### src/rtl/controlador_varredura_pkg.sv
// Shared constants for the frame scan controller: FSM state encoding and default widths.
// Latency: n/a (declarations only).
// Backpressure: n/a.
package zoom_pkg;

    // Default field widths
    localparam int W_DIM_PADRAO = 10;
    localparam int W_CIC_PADRAO = 24;

    // FSM state encoding
    localparam logic [2:0] OCIOSO   = 3'd0;
    localparam logic [2:0] LER      = 3'd1;
    localparam logic [2:0] ESCREVER = 3'd2;
    localparam logic [2:0] AVANCA   = 3'd3;
    localparam logic [2:0] FIM      = 3'd4;

endpackage

### src/rtl/controlador_varredura_if.sv
// Pixel memory handshake bundle: read/write requests, acks and the pixel coordinate.
// Latency: n/a (wires only).
// Backpressure: each request is held by the master until the slave returns its ack.
// Ports: master drives rd_req/wr_req/coord_x/coord_y and takes rd_ack/wr_ack; slave is the mirror.
interface controlador_varredura_if #(
    parameter int W_DIM = 10
) ();
    logic             rd_req;
    logic             rd_ack;
    logic             wr_req;
    logic             wr_ack;
    logic [W_DIM-1:0] coord_x;
    logic [W_DIM-1:0] coord_y;

    modport master (
        output rd_req, wr_req, coord_x, coord_y,
        input  rd_ack, wr_ack
    );

    modport slave (
        input  rd_req, wr_req, coord_x, coord_y,
        output rd_ack, wr_ack
    );
endinterface

### src/rtl/controlador_varredura_contador.sv
// contador_coord: two-axis raster counter, x wraps at lim_x-1 and carries into y.
// Latency: coordinates update on the clock edge where clear/step is sampled.
// Backpressure: none; the caller decides when to step.
// Ports: clk, rst_n (async low), limpa_i (clear, wins over step), passo_i (advance one pixel),
//        lim_x_i/lim_y_i (frame size), x_o/y_o (coordinate), ultimo_o (sitting on the last pixel).
module contador_coord
    import zoom_pkg::*;
#(
    parameter int W_DIM = W_DIM_PADRAO
) (
    input  logic             clk,
    input  logic             rst_n,
    input  logic             limpa_i,
    input  logic             passo_i,
    input  logic [W_DIM-1:0] lim_x_i,
    input  logic [W_DIM-1:0] lim_y_i,
    output logic [W_DIM-1:0] x_o,
    output logic [W_DIM-1:0] y_o,
    output logic             ultimo_o
);
    localparam logic [W_DIM-1:0] UM = W_DIM'(1);

    logic [W_DIM-1:0] x_q, x_d;
    logic [W_DIM-1:0] y_q, y_d;
    logic             fim_linha;

    // lim-1 never underflows in use: a frame only starts with non-zero limits.
    assign fim_linha = (x_q == (lim_x_i - UM));
    assign ultimo_o  = fim_linha && (y_q == (lim_y_i - UM));

    always_comb begin
        x_d = x_q;
        y_d = y_q;
        if (limpa_i) begin
            x_d = '0;
            y_d = '0;
        end else if (passo_i) begin
            if (fim_linha) begin
                x_d = '0;
                y_d = y_q + UM;
            end else begin
                x_d = x_q + UM;
            end
        end
    end

    always_ff @(posedge clk or negedge rst_n) begin
        if (!rst_n) begin
            x_q <= '0;
            y_q <= '0;
        end else begin
            x_q <= x_d;
            y_q <= y_d;
        end
    end

    assign x_o = x_q;
    assign y_o = y_q;
endmodule

### src/rtl/controlador_varredura.sv
// Frame scan controller: walks a largura x altura raster, one read then one write per pixel.
// Latency: 3 cycles per pixel with zero-wait acks, plus one FIM cycle carrying done.
// Backpressure: rd_req/wr_req held with stable coordinates until rd_ack/wr_ack.
// Ports: clock, reset (async low), start, largura, altura, config_mudou (abort), mem (master
//        handshake bundle), busy, done, erro, ciclos_frame.
// Build option: CONT_CICLOS_EN adds the per-frame cycle counter; otherwise ciclos_frame is 0.
module controlador_varredura
    import zoom_pkg::*;
#(
    parameter int W_DIM = W_DIM_PADRAO,
    parameter int W_CIC = W_CIC_PADRAO
) (
    input  logic                    clock,
    input  logic                    reset,
    input  logic                    start,
    input  logic [W_DIM-1:0]        largura,
    input  logic [W_DIM-1:0]        altura,
    input  logic                    config_mudou,
    controlador_varredura_if.master mem,
    output logic                    busy,
    output logic                    done,
    output logic                    erro,
    output logic [W_CIC-1:0]        ciclos_frame
);
    logic [2:0]       est_q, est_d;
    logic [W_DIM-1:0] larg_q;
    logic [W_DIM-1:0] alt_q;
    logic             erro_q;

    logic dims_ok;
    logic pedido_start;
    logic aceita;
    logic rejeita;
    logic limpa;
    logic passo;
    logic ultimo;
    logic varrendo;

    // Starts are only looked at when idle; an abort in the same cycle swallows them.
    assign dims_ok      = (largura != '0) && (altura != '0);
    assign pedido_start = (est_q == OCIOSO) && start && !config_mudou;
    assign aceita       = pedido_start && dims_ok;
    assign rejeita      = pedido_start && !dims_ok;
    assign limpa        = aceita || config_mudou;
    // The last pixel does not step, so coordinates keep their final values after FIM.
    assign passo        = (est_q == AVANCA) && !ultimo && !config_mudou;
    assign varrendo     = (est_q == LER) || (est_q == ESCREVER) || (est_q == AVANCA);

    always_comb begin
        est_d = est_q;
        if (config_mudou) begin
            est_d = OCIOSO;
        end else begin
            case (est_q)
                OCIOSO:   if (aceita)     est_d = LER;
                LER:      if (mem.rd_ack) est_d = ESCREVER;
                ESCREVER: if (mem.wr_ack) est_d = AVANCA;
                AVANCA:   est_d = ultimo ? FIM : LER;
                FIM:      est_d = OCIOSO;
                default:  est_d = OCIOSO;
            endcase
        end
    end

    always_ff @(posedge clock or negedge reset) begin
        if (!reset) begin
            est_q  <= OCIOSO;
            larg_q <= '0;
            alt_q  <= '0;
            erro_q <= 1'b0;
        end else begin
            est_q  <= est_d;
            erro_q <= rejeita;
            if (pedido_start) begin
                larg_q <= largura;
                alt_q  <= altura;
            end
        end
    end

    contador_coord #(
        .W_DIM (W_DIM)
    ) u_coord (
        .clk      (clock),
        .rst_n    (reset),
        .limpa_i  (limpa),
        .passo_i  (passo),
        .lim_x_i  (larg_q),
        .lim_y_i  (alt_q),
        .x_o      (mem.coord_x),
        .y_o      (mem.coord_y),
        .ultimo_o (ultimo)
    );

    assign mem.rd_req = (est_q == LER);
    assign mem.wr_req = (est_q == ESCREVER);
    assign busy       = varrendo;
    // An abort landing on the FIM cycle suppresses the done pulse.
    assign done       = (est_q == FIM) && !config_mudou;
    assign erro       = erro_q;

`ifdef CONT_CICLOS_EN
    logic [W_CIC-1:0] cnt_q, cnt_d;
    logic [W_CIC-1:0] ciclos_q;

    // cnt_q already includes the current cycle: 1 in the first LER, N in FIM.
    always_comb begin
        cnt_d = cnt_q;
        if (aceita) begin
            cnt_d = W_CIC'(1);
        end else if (varrendo && !config_mudou) begin
            cnt_d = (&cnt_q) ? cnt_q : cnt_q + W_CIC'(1);
        end
    end

    always_ff @(posedge clock or negedge reset) begin
        if (!reset) begin
            cnt_q    <= '0;
            ciclos_q <= '0;
        end else begin
            cnt_q <= cnt_d;
            if ((est_q == FIM) && !config_mudou) begin
                ciclos_q <= cnt_q;
            end
        end
    end

    assign ciclos_frame = ciclos_q;
`else
    assign ciclos_frame = '0;
`endif
endmodule

### src/flat_wrapper.sv
// flat-port wrapper written by rule: the top's interface ports become plain ports
module controlador_varredura_flat import zoom_pkg::*;
#(
    parameter int W_DIM = W_DIM_PADRAO,
    parameter int W_CIC = W_CIC_PADRAO
)
  (clock, reset, start, largura, altura, config_mudou, busy, done, erro, ciclos_frame, mem_rd_req, mem_wr_req, mem_coord_x, mem_coord_y, mem_rd_ack, mem_wr_ack);
  controlador_varredura_if #(.W_DIM(W_DIM)) mem_i ();
  input  logic clock;
  input  logic reset;
  input  logic start;
  input  logic [W_DIM-1:0] largura;
  input  logic [W_DIM-1:0] altura;
  input  logic config_mudou;
  output logic busy;
  output logic done;
  output logic erro;
  output logic [W_CIC-1:0] ciclos_frame;
  output wire logic [$bits(mem_i.rd_req)-1:0] mem_rd_req;
  output wire logic [$bits(mem_i.wr_req)-1:0] mem_wr_req;
  output wire logic [$bits(mem_i.coord_x)-1:0] mem_coord_x;
  output wire logic [$bits(mem_i.coord_y)-1:0] mem_coord_y;
  input wire logic [$bits(mem_i.rd_ack)-1:0] mem_rd_ack;
  input wire logic [$bits(mem_i.wr_ack)-1:0] mem_wr_ack;
  assign mem_rd_req = mem_i.rd_req;
  assign mem_wr_req = mem_i.wr_req;
  assign mem_coord_x = mem_i.coord_x;
  assign mem_coord_y = mem_i.coord_y;
  assign mem_i.rd_ack = mem_rd_ack;
  assign mem_i.wr_ack = mem_wr_ack;
  controlador_varredura #(.W_DIM(W_DIM), .W_CIC(W_CIC)) u_core (.clock(clock), .reset(reset), .start(start), .largura(largura), .altura(altura), .config_mudou(config_mudou), .mem(mem_i), .busy(busy), .done(done), .erro(erro), .ciclos_frame(ciclos_frame));
endmodule
### config.mk
export PLATFORM = sky130hd
export DESIGN_NAME = controlador_varredura_flat
export DESIGN_NICKNAME = d
export VERILOG_FILES = /design/src/rtl/controlador_varredura_pkg.sv /design/src/rtl/controlador_varredura_if.sv /design/src/rtl/controlador_varredura_contador.sv /design/src/rtl/controlador_varredura.sv /design/src/flat_wrapper.sv
export SDC_FILE = /design/constraint.sdc
export NUM_CORES = 1
export LEC_CHECK = 0
export CORE_UTILIZATION = 45
export DETAILED_ROUTE_END_ITERATION = 8
export PLACE_DENSITY = 0.77
export SLEW_MARGIN = 20
export SYNTH_ARGS = -nofsm -noshare
export SYNTH_HDL_FRONTEND = slang
export SYNTH_SLANG_ARGS = --single-unit
### constraint.sdc
create_clock -name clock -period 2.55 [get_ports clock]
set_clock_uncertainty 0.15 [all_clocks]
set_input_delay 0.51 -clock clock [delete_from_list [all_inputs] [get_ports clock]]
set_output_delay 0.51 -clock clock [all_outputs]
set_load 0.01 [all_outputs]
# Word level (Yosys, flattened, before mapping)

Index checks and enable logic that the tools add are counted.

Flip-flop bits (word level): 44
Output and inout port bits: 49

Equal/unequal tests: 9
Multiplexer cells: 12
Add/subtract/negate cells: 4
Reductions and logical operators: 22

Operators by type and width:

| cell                  | number |
|---|---|
| $mux 10               | 6 |
| $add 10x1->10 const B | 2 |
| $eq 10x10->1          | 2 |
| $reduce_bool 10->1    | 2 |
| $sub 10x1->10 const B | 2 |
| $mux 3                | 5 |
| $pmux 3 s4            | 1 |
| $logic_and 1x1->1     | 9 |
| $ne 3x2->1 const B    | 3 |
| $eq 3x2->1 const B    | 2 |
| $reduce_bool 2->1     | 2 |
| $eq 3x1->1 const B    | 1 |
| $eq 3x3->1 const B    | 1 |
| $logic_not 1->1       | 3 |
| $logic_not 3->1       | 1 |
| $logic_or 1x1->1      | 3 |
| $reduce_and 3->1      | 1 |
| $reduce_and 2->1      | 1 |

# Longest topological paths before layout

Gate-level depths: netlist of the first run.

Depth after elaboration: 8
Depth in mapped cells: 12

# Modules after synthesis

A second synthesis of the first run with hierarchy kept.

Cell total of the unflattened synthesis: 306
Area total of the unflattened synthesis: 2975.4 µm²

Modules (own cells, without submodules):

| module                | cells an instance | instances | seq. area each (µm²) | area each (µm²) |
|---|---|---|---|---|
| contador_coord        | 203               | 1         | 500.5                | 1774.2 |
| controlador_varredura | 103               | 1         | 600.6                | 1201.2 |

# Worst setup path after synthesis of the first run

No wires, ideal clock.

Kind: register to register
From: register u_core.larg_q[0]
To: register u_core.u_coord.y_q[9], in the netlist u_core.u_coord.y_o[9]
Stages on the path, launching flop included: 12
Arrival time: 2.525 ns
Path buffers: 1
Setup slack: -0.202 ns
Data required time: 2.323 ns
Path through: dfrtp_1 -> inv_1 -> ha_1 -> nor3b_1 -> nand2_1 -> nor4b_1 -> a2111oi_0 -> and4b_1 -> buf_6 -> nand4_4 -> or4_1 -> a21oi_1

Word-level cells in the longest chain between the ends: 8
Elaborated cells on any way between the ends: 9
Those cells by class: add/sub: 1; eq/ne: 1; reduce/logical: 7

Ends and longest elaborated chain:

| what                                  | RTL line                             | source |
|---|---|---|
| start: declaration                    | controlador_varredura.sv:26          | `logic [W_DIM-1:0] larg_q;` |
| start signal: assignment              | controlador_varredura.sv:75          | `larg_q <= largura;` |
| $sub 10x1->10 (*)                     | controlador_varredura_contador.sv:28 | `assign fim_linha = (x_q == (lim_x_i - UM));` |
| $eq 10x10->1 (*)                      | controlador_varredura_contador.sv:28 |  |
| $logic_and 1x1->1                     | controlador_varredura_contador.sv:29 | `assign ultimo_o = fim_linha && (y_q == (lim_y_i - UM));` |
| $logic_not 1->1                       | controlador_varredura.sv:46          | `assign passo = (est_q == AVANCA) && !ultimo && !config_mudou;` |
| $logic_and 1x1->1 (2 in a row)        | controlador_varredura.sv:46          |  |
| $reduce_bool 2->1 (no source line)    | n/a                                  |  |
| $reduce_and 2->1 (no source line) (*) | n/a                                  |  |
| end signal: assignment                | controlador_varredura_contador.sv:53 | `y_q <= y_d;` |
| end: declaration                      | controlador_varredura_contador.sv:24 | `logic [W_DIM-1:0] y_q, y_d;` |

Mark *: on every way between the ends. The rest lies on a longest branch, timed or not.
A chain may end at the register's enable or synchronous reset.

# Final worst setup path of the first run

From: register u_core.larg_q[1]
To: register u_core.u_coord.y_q[9], in the netlist u_core.u_coord.y_o[9]

The elaborated chain is that of the path after synthesis.

==> impl_metrics.toml, run 1 <==
[synthesis]
synth_area_leaders = "dfrtp_1 37%, mux2_2 7.5%, buf_4 6.0%"
async_flop_share_pct = 100
synth-edff-count = 0
synthTopCellsByCount = "44 x dfrtp_1, 24 x buf_4, 20 x mux2_2, 20 x nand2_1, 17 x nor2_1"
ys.flop_type = "dfrtp_1"
yosysUniqueCellTypes = 57
syn_area_per_cell_um2 = 9.50
ys_warn_count = 0
synth_cells = 315
yosysMostFrequentCell = "dfrtp_1"
netlist_area_um2 = 2990
synth_top_area_share_pct = 36.8
ys_seq_area_share_pct = 36.8
synth-seq-cells = 44
synth_largest_area_cell = "dfrtp_1"

[sta]
rsz0062_at_grt = "true"
setup_viol = 20
period_minus_slack_ns = 2.78
finalWorstSetupSlack_ns = -0.233
worst_slew_pin_slew_ns = 0.575
slew_headroom_pct = 61.7
fin_hold_ws_ns = 0.119
period_share_pct = 109
hold_viol_final = 0
fmax_mhz = 359
drv_slew = 0

[run_status]
failed_checks = "setup timing"
status = "complete, but fails checks"

[route]
first_pass_iters = 4
remaining_drc_errors = 0
wire_per_inst_um = 15.4
num_vias = 2772
via_per_inst = 5.49
ant_nets = 0
drt_first_iter_violations = 75
routed_wl_mm = 7.78

[setup_path]
crit_type = "reg -> reg"
cp.required_ns = 2.63
cp.arrival_ns = 2.86
cp_max_fo = 5
start_kind = "flop"
end_kind = "flop"

[power_and_ir_drop]
seqPwrFrac_pct = 40.3
comb_power_share_pct = 40.2
p_per_area_nw_per_um2 = 509
power.share.switching_pct = 33.5
leakagePower_uw = 0.00182
ir_drop_uv = 375
p_int_uw = 1440
net-switching-power_uw = 727
clkPwrFrac_pct = 19.5

[clock_tree]
clockBufferDepth = 2
root_buffer = "clkbuf_8"
clkTransAtPathRegs_ns = 0.09
numCtsBuffers = 5
cts_tree = "built"
ctsHoldBuffers = 0
clk_latency_ns = 0.30
htreeDepth = 2
cts_sinks = 44

[job]
drv_cap = 0

[placement]
hpwl_mm = 5.63
port_buffers = 50
gp_congestion = 0.826
place_ws_ns = -0.467

[final_layout]
finalNetCount = 458
layout-drive-gt1-share_pct = 33.9
fillers = 516
diodes = 0
synthToLayoutAreaGrowth_pct = 42.1

[floorplan]
rows = 29
core_um2 = 6390
die_area_um2 = 6980
ioPinCount = 75
die_h_um = 83.6
start_util_pct = 46.9
fp.dieW_um = 83.6

[global_routing]
grt_pass1_vias = 2734
track_usage_pct = 22.9
grt_antenna_before_repair = 0
grt_max_degree = 45
grt_pass1_wl_mm = 12.9
grt_remaining_overflow = 0

[worst_hold_path]
hold_path.class = "in -> async"
## metrics by stage
step                power [µW]  utilization (%)  instances  instance area, µm²  setup TNS (ns)
floorplan                 1350                -        338                3130          -0.427
global placement          1610             60.9        485                3890           -4.77
detailed placement        1640             60.9        485                3890           -7.52
CTS                       2130             64.8        500                4140           -2.30
global route              2300             66.6        505                4250           -6.17
finish                    2170             66.6        505                4250           -2.74
## per-layer routing
layer,vias up,share of wire [%],GRT usage (%),wire (µm)
met3,15,4.2,3.66,326
met1,1357,41,27.3,3210
met2,87,52,41.4,4060
met4,0,2.3,8.47,181
met5,-,0,0,0
li1,1313,-,-,-
## final cells by class
type | instances | area, µm² | share of cell area, %
Multi-Input combinational cell | 244 | 1900 | 44.6
Timing Repair Buffer | 119 | 1030 | 24.2
Sequential cell | 44 | 1100 | 25.9
Clock buffer | 6 | 72.6 | 1.71
Inverter | 14 | 52.6 | 1.24
Clock inverter | 1 | 5.00 | 0.118
Tap cell | 77 | 96.3 | 2.27
## layout by cell type (no fill, tap or decap), drive strengths merged, types with 12 or more instances in the layout
cell type | Yosys | routed
dfrtp | 44 | 44
nand2 | 21 | 21
conb | 1 | 24
mux2 | 20 | 20
nand3 | 12 | 12
nor2 | 17 | 17
xnor2 | 14 | 14
nor3 | 12 | 12
xor2 | 13 | 13
clkdlybuf4s50 | 0 | 48
a21oi | 12 | 12
buf | 28 | 70
inv | 14 | 14
## worst paths after layout
check / startpoint / end / slack [ns] / cells after the start
setup / recovery: u_core.larg_q[1] / u_core.u_coord.y_o[9] / -0.23 / 11
hold / removal: reset / u_core.u_coord.x_o[8] / 0.12 / 2
setup reg to reg: u_core.larg_q[1] / u_core.u_coord.y_o[9] / -0.23 / 11
hold reg to reg: u_core.alt_q[9] / u_core.alt_q[9] / 0.39 / 1
max in group asynchronous: reset / u_core.larg_q[1] / 1.68 / 2
min in group clock: u_core.alt_q[9] / u_core.alt_q[9] / 0.39 / 1
## power by group through the flow
stage                     registers [µW]  logic [µW]  clock network [µW]
after floorplan                      889         463                   0
after global placement               871         738                   0
after detailed placement             879         766                   0
after CTS                            865         834                 434
after global routing                 885         948                 464
final                                873         871                 422
## state kept, by name, indices dropped and copies added (netlist names)
register            flops
u_core.u_coord.x_o     10
u_core.alt_q           10
u_core.u_coord.y_o     10
u_core.erro             1
u_core.larg_q          10
u_core.est_q            3
## logic make-up (layout without fill, tap and decap cells)
logic type      count (synthesis)  after routing  share of synthesized area, %
xor+xnor                       27             27                          7.90
simple gates                  117            117                          23.6
fa+ha+maj                       4              4                          1.67
other cells                     1             24                         0.125
mux                            24             24                          8.86
flops                          44             44                          36.8
compound gates                 48             48                          10.5
buf+inv                        50            140                          10.5
## critical path, stage by stage (launching register included)
cell	delay, ns
dfrtp_2	0.44
inv_1	0.07
ha_2	0.17
nor3b_4	0.21
nand2_2	0.11
buf_4	0.15
nor4b_4	0.23
a2111oi_1	0.07
and4b_4	0.41
nand4_4	0.13
or4_1	0.43
a21oi_1	0.13
## repair_timing
| action | in CTS | in global routing |
|---|---|---|
| endpoints found under the setup margin | 23 | 22 |
| pin swaps | 14 | 15 |
| setup buffers | 8 | 6 |
| resized for setup | 27 | 22 |
(Power assumes the default switching activity.)
==> run 2: changes to the inputs <==
--- a/config.mk
+++ b/config.mk
@@ -5,6 +5,7 @@
 export SDC_FILE = /design/constraint.sdc
 export NUM_CORES = 1
 export LEC_CHECK = 0
+export CORE_ASPECT_RATIO = 1.2
 export CORE_UTILIZATION = 45
 export DETAILED_ROUTE_END_ITERATION = 8
 export PLACE_DENSITY = 0.77
==> impl_metrics.toml, run 2 (synthesis gave the netlist of run 1 again) <==
[sta]
period_share_pct = 109
fmax_mhz = 361
hold_viol_final = 0
period_minus_slack_ns = 2.77
slew_headroom_pct = 55.0
rsz0062_at_grt = "true"
setup_viol = 18
fin_hold_ws_ns = 0.0807
finalWorstSetupSlack_ns = -0.223
worst_slew_pin_slew_ns = 0.676
finalSetupTns_ns = -2.23
drv_slew = 0

[route]
remaining_drc_errors = 0
wire_per_inst_um = 15.3
routed_wl_mm = 7.87
drt_first_iter_violations = 153
via_per_inst = 5.37
num_vias = 2765
first_pass_iters = 4
ant_nets = 0

[power_and_ir_drop]
ir_drop_uv = 333
leakagePower_uw = 0.00189
comb_power_share_pct = 39.5
p_int_uw = 1470
clkPwrFrac_pct = 20.9
power.share.switching_pct = 33.4
seqPwrFrac_pct = 39.5
net-switching-power_uw = 734
finalPower_uw = 2200
p_per_area_nw_per_um2 = 506

[clock_tree]
ctsHoldBuffers = 0
htreeDepth = 2
clockBufferDepth = 2
cts_sinks = 44
cts_tree = "built"
clkTransAtPathRegs_ns = 0.09
root_buffer = "clkbuf_8"
numCtsBuffers = 5
clk_latency_ns = 0.31

[worst_hold_path]
hold_path.class = "in -> async"

[global_routing]
grt_max_degree = 29
grt_remaining_overflow = 0
grt_pass1_wl_mm = 12.6
grt_pass1_vias = 2699
grt_antenna_before_repair = 0
track_usage_pct = 22.6

[run_status]
status = "complete, but fails checks"
failed_checks = "setup timing"

[setup_path]
cp_max_fo = 4
cp.arrival_ns = 2.86
crit_type = "reg -> reg"
cp.required_ns = 2.64
start_kind = "flop"
end_kind = "flop"

[final_layout]
synthToLayoutAreaGrowth_pct = 45.3
fillers = 513
seqCellArea_um2 = 1100
layout-drive-gt1-share_pct = 34.9
finalNetCount = 459
layout_commonest_cell = "buf_4"
diodes = 0
final_cell_mix = "64 x buf_4, 48 x clkdlybuf4s50_1, 44 x dfrtp_1"
multi_input_area_um2 = 1960

[job]
drv_cap = 0

[floorplan]
core_um2 = 6450
start_util_pct = 46.4
die_area_um2 = 6980
die_h_um = 91.3
rows = 32
ioPinCount = 75
fp.dieW_um = 76.4

[placement]
hpwl_mm = 5.58
port_buffers = 50
gp_congestion = 0.916
==> run 2: changes by cell type in the layout (fill, tap and decap cells not counted), moves of 2 or more <==
cell,previous run,this run
buf_6,4,6
nand2_2,3,1
o31ai_1,4,2
or3_1,1,3
or3_4,6,4
or4_1,2,0
or4_4,1,3
==> run 2: power groups by stage <==
| stage | registers (µW) | logic, µW | clock network, µW |
|---|---|---|---|
| after CTS | 865 | 818 | 465 |
| after floorplan | 889 | 463 | 0 |
| after detailed placement | 881 | 763 | 0 |
| after global placement | 873 | 743 | 0 |
| after global routing | 881 | 941 | 491 |
| final | 870 | 870 | 461 |
==> run 2: metal layers <==
metal  part of all wire (%)  vias up  global-route usage [%]
met4                    1.5        0                    6.41
met5                      0        -                       0
met3                    4.1       15                    3.02
met1                     39     1347                    26.3
li1                       -     1309                       -
met2                     55       94                    42.6
==> run 2: final cells by class <==
type | instances | share of cell area (%)
repair buffers | 120 | 24.0
inverters | 14 | 1.21
clock buffers | 8 | 2.07
multi-input cells | 244 | 45.0
flip-flops and latches | 44 | 25.3
well taps | 85 | 2.45
==> run 2: path summary, 6_finish.rpt <==
check	from	to	slack, ns	depth (start not counted)
setup / recovery	u_core.larg_q[0]	u_core.u_coord.y_o[9]	-0.22	10
hold / removal	reset	u_core.u_coord.y_o[3]	0.08	1
setup reg to reg	u_core.larg_q[0]	u_core.u_coord.y_o[9]	-0.22	10
hold reg to reg	u_core.alt_q[4]	u_core.alt_q[4]	0.40	1
max in group asynchronous	reset	u_core.larg_q[5]	1.57	2
min in group clock	u_core.alt_q[4]	u_core.alt_q[4]	0.40	1
==> run 2: through the flow <==
step                      utilization, %  area [µm²]  setup WS (ns)  cells
after floorplan                        -        3130        -0.0693    338
after global placement              60.9        3920         -0.315    496
after detailed placement            60.9        3920         -0.434    496
after CTS                           64.6        4170         -0.197    511
after global routing                67.4        4350         -0.365    515
final                               67.4        4350         -0.223    515
==> run 2: what timing repair did <==
action | 4_1_cts | 5_1_grt
gates resized for setup | 26 | 31
buffers inserted | 7 | 6
setup endpoints to repair | 21 | 20
pin swaps | 10 | 16
==> run 2: worst max-delay path: stages (launching register included) <==
cell,delay (ns)
dfrtp_1,0.40
buf_6,0.13
nor4_4,0.28
nor3b_2,0.21
nand3_1,0.11
a2111oi_2,0.29
and4b_2,0.32
buf_6,0.13
nand4_4,0.10
or4_4,0.44
a21oi_2,0.14
==> run 3: changes to the inputs <==
--- a/config.mk
+++ b/config.mk
@@ -6,9 +6,9 @@
 export NUM_CORES = 1
 export LEC_CHECK = 0
 export CORE_ASPECT_RATIO = 1.2
-export CORE_UTILIZATION = 45
+export CORE_UTILIZATION = 50
 export DETAILED_ROUTE_END_ITERATION = 8
-export PLACE_DENSITY = 0.77
+export PLACE_DENSITY = 0.81
 export SLEW_MARGIN = 20
 export SYNTH_ARGS = -nofsm -noshare
 export SYNTH_HDL_FRONTEND = slang
==> constraint.sdc (replaced) <==
create_clock -name clock -period 2.7 [get_ports clock]
set_clock_uncertainty 0.15 [all_clocks]
set_input_delay 0.54 -clock clock [delete_from_list [all_inputs] [get_ports clock]]
set_output_delay 0.54 -clock clock [all_outputs]
set_load 0.01 [all_outputs]
==> impl_metrics.toml, run 3 (synthesis gave the netlist of run 1 again) <==
[power_and_ir_drop]
ir_drop_uv = 398
leakagePower_uw = 0.00182
comb_power_share_pct = 36.8
p_int_uw = 1490
net-switching-power_uw = 721
seqPwrFrac_pct = 37.7
power.share.switching_pct = 32.5
clkPwrFrac_pct = 25.5
p_per_area_nw_per_um2 = 519

[sta]
worst_slew_pin_slew_ns = 0.488
period_minus_slack_ns = 2.86
slew_headroom_pct = 67.2
fmax_mhz = 350
rsz0062_at_grt = "true"
setup_viol = 11
finalSetupTns_ns = -0.899
finalWorstSetupSlack_ns = -0.158
period_share_pct = 106
drv_slew = 0
hold_viol_final = 0

[clock_tree]
clk_latency_ns = 0.31
htreeDepth = 2
clockBufferDepth = 2
numCtsBuffers = 5
root_buffer = "clkbuf_8"
clkTransAtPathRegs_ns = 0.09
cts_tree = "built"
cts_sinks = 44

[floorplan]
rows = 30
ioPinCount = 75
fp.dieW_um = 72.6
die_h_um = 86.8
core_um2 = 5710
start_util_pct = 52.5
die_area_um2 = 6300

[route]
routed_wl_mm = 7.76
remaining_drc_errors = 0
ant_nets = 0
wire_per_inst_um = 15.6
num_vias = 2762
drt_first_iter_violations = 122
via_per_inst = 5.55
first_pass_iters = 4

[setup_path]
cp_max_fo = 6
crit_slowest_cell = "or4_4"
crit_chain = "nor4_1, xnor2_1, nand3_2, a2111oi_4, and4b_4, nand3_4, or4_4, a21oi_2"
max_stage_delay_ns = 0.49
crit_type = "reg -> reg"
cp.required_ns = 2.79
cp.arrival_ns = 2.95
end_kind = "flop"
start_kind = "flop"

[placement]
gp_congestion = 0.871
hpwl_mm = 5.36
port_buffers = 50

[run_status]
failed_checks = "setup timing"
status = "complete, but fails checks"

[final_layout]
final_util_pct = 74.8
layout-drive-gt1-share_pct = 32.5
synthToLayoutAreaGrowth_pct = 42.6
seqCellArea_um2 = 1100
layout_commonest_cell = "buf_4"
finalNetCount = 447
multi_input_area_um2 = 1930
final_cell_mix = "54 x buf_4, 48 x clkdlybuf4s50_1, 42 x dfrtp_1"
fillers = 401
diodes = 0

[job]
drv_cap = 0

[global_routing]
grt_antenna_before_repair = 0
grt_max_degree = 30
grt_pass1_vias = 2627
grt_remaining_overflow = 0
track_usage_pct = 24.1
grt_pass1_wl_mm = 11.9

[worst_hold_path]
hold_path.class = "reg -> reg"
==> run 3: final cells by class <==
class,count,share of cell area [%]
timing repair buffer,108,22.3
clock buffer,7,2.26
inverter,14,1.23
clock inverter,1,0.703
tap,80,2.34
multi-input combinational,244,45.3
sequential,44,25.9
==> run 3: final timing paths <==
check | startpoint | to | cells after the start | slack [ns]
max in group asynchronous | reset | u_core.larg_q[1] | 3 | 1.14
worst max-delay path | u_core.larg_q[5] | u_core.u_coord.y_o[4] | 8 | -0.16
worst min-delay path | u_core.larg_q[9] | u_core.larg_q[9] | 1 | 0.38
worst max register to register | u_core.larg_q[5] | u_core.u_coord.y_o[4] | 8 | -0.16
worst min register to register | u_core.larg_q[9] | u_core.larg_q[9] | 1 | 0.38
min in group asynchronous | reset | u_core.u_coord.x_o[1] | 2 | 0.52
==> run 3: through the flow <==
step | hold WS, ns | instances | setup WS (ns) | instance area (µm²) | power (µW)
6_report | 0.381 | 498 | -0.158 | 4270 | 2220
5_1_grt | 0.403 | 498 | -0.253 | 4270 | 2320
4_1_cts | 0.385 | 493 | -0.0925 | 4010 | 2090
3_5_place_dp | 0.324 | 480 | -0.325 | 3790 | 1500
3_3_place_gp | 0.324 | 480 | -0.220 | 3790 | 1470
2_1_floorplan | 0.0944 | 338 | 0.0182 | 3080 | 1260
==> run 3: layer usage <==
metal  share of wire [%]  up-vias  routed length, µm  global-route usage (%)
met3                 4.3       20                336                    3.95
met5                   0        -                  0                       0
met2                  56      101               4310                    43.8
li1                    -     1282                  -                       -
met1                  38     1359               2940                    27.8
met4                 2.1        0                166                    9.98
==> run 3: critical path: cells and delay by family (launching register included) <==
family | cells | cell delay [ns]
AO/OA/AOI/OAI | 2 | 0.44
XOR/XNOR | 1 | 0.23
flip-flops | 1 | 0.39
AND/OR/NAND/NOR | 5 | 1.57
==> run 3: power groups by stage <==
stage / Sequential [µW] / Combinational (µW) / Clock [µW]
finish: 836 / 816 / 565
CTS: 824 / 699 / 567
detailed placement: 840 / 656 / 0
global placement: 834 / 638 / 0
global route: 846 / 880 / 596
floorplan: 836 / 420 / 0
==> run 3: what timing repair did <==
| action | in CTS | in global routing |
|---|---|---|
| endpoints found under the hold margin | 11 | 0 |
| resized for setup | 13 | 43 |
| hold buffers | 1 | 0 |
| pin swaps | 9 | 21 |
| setup buffers | 4 | 5 |
| endpoints found under the setup margin | 21 | 20 |
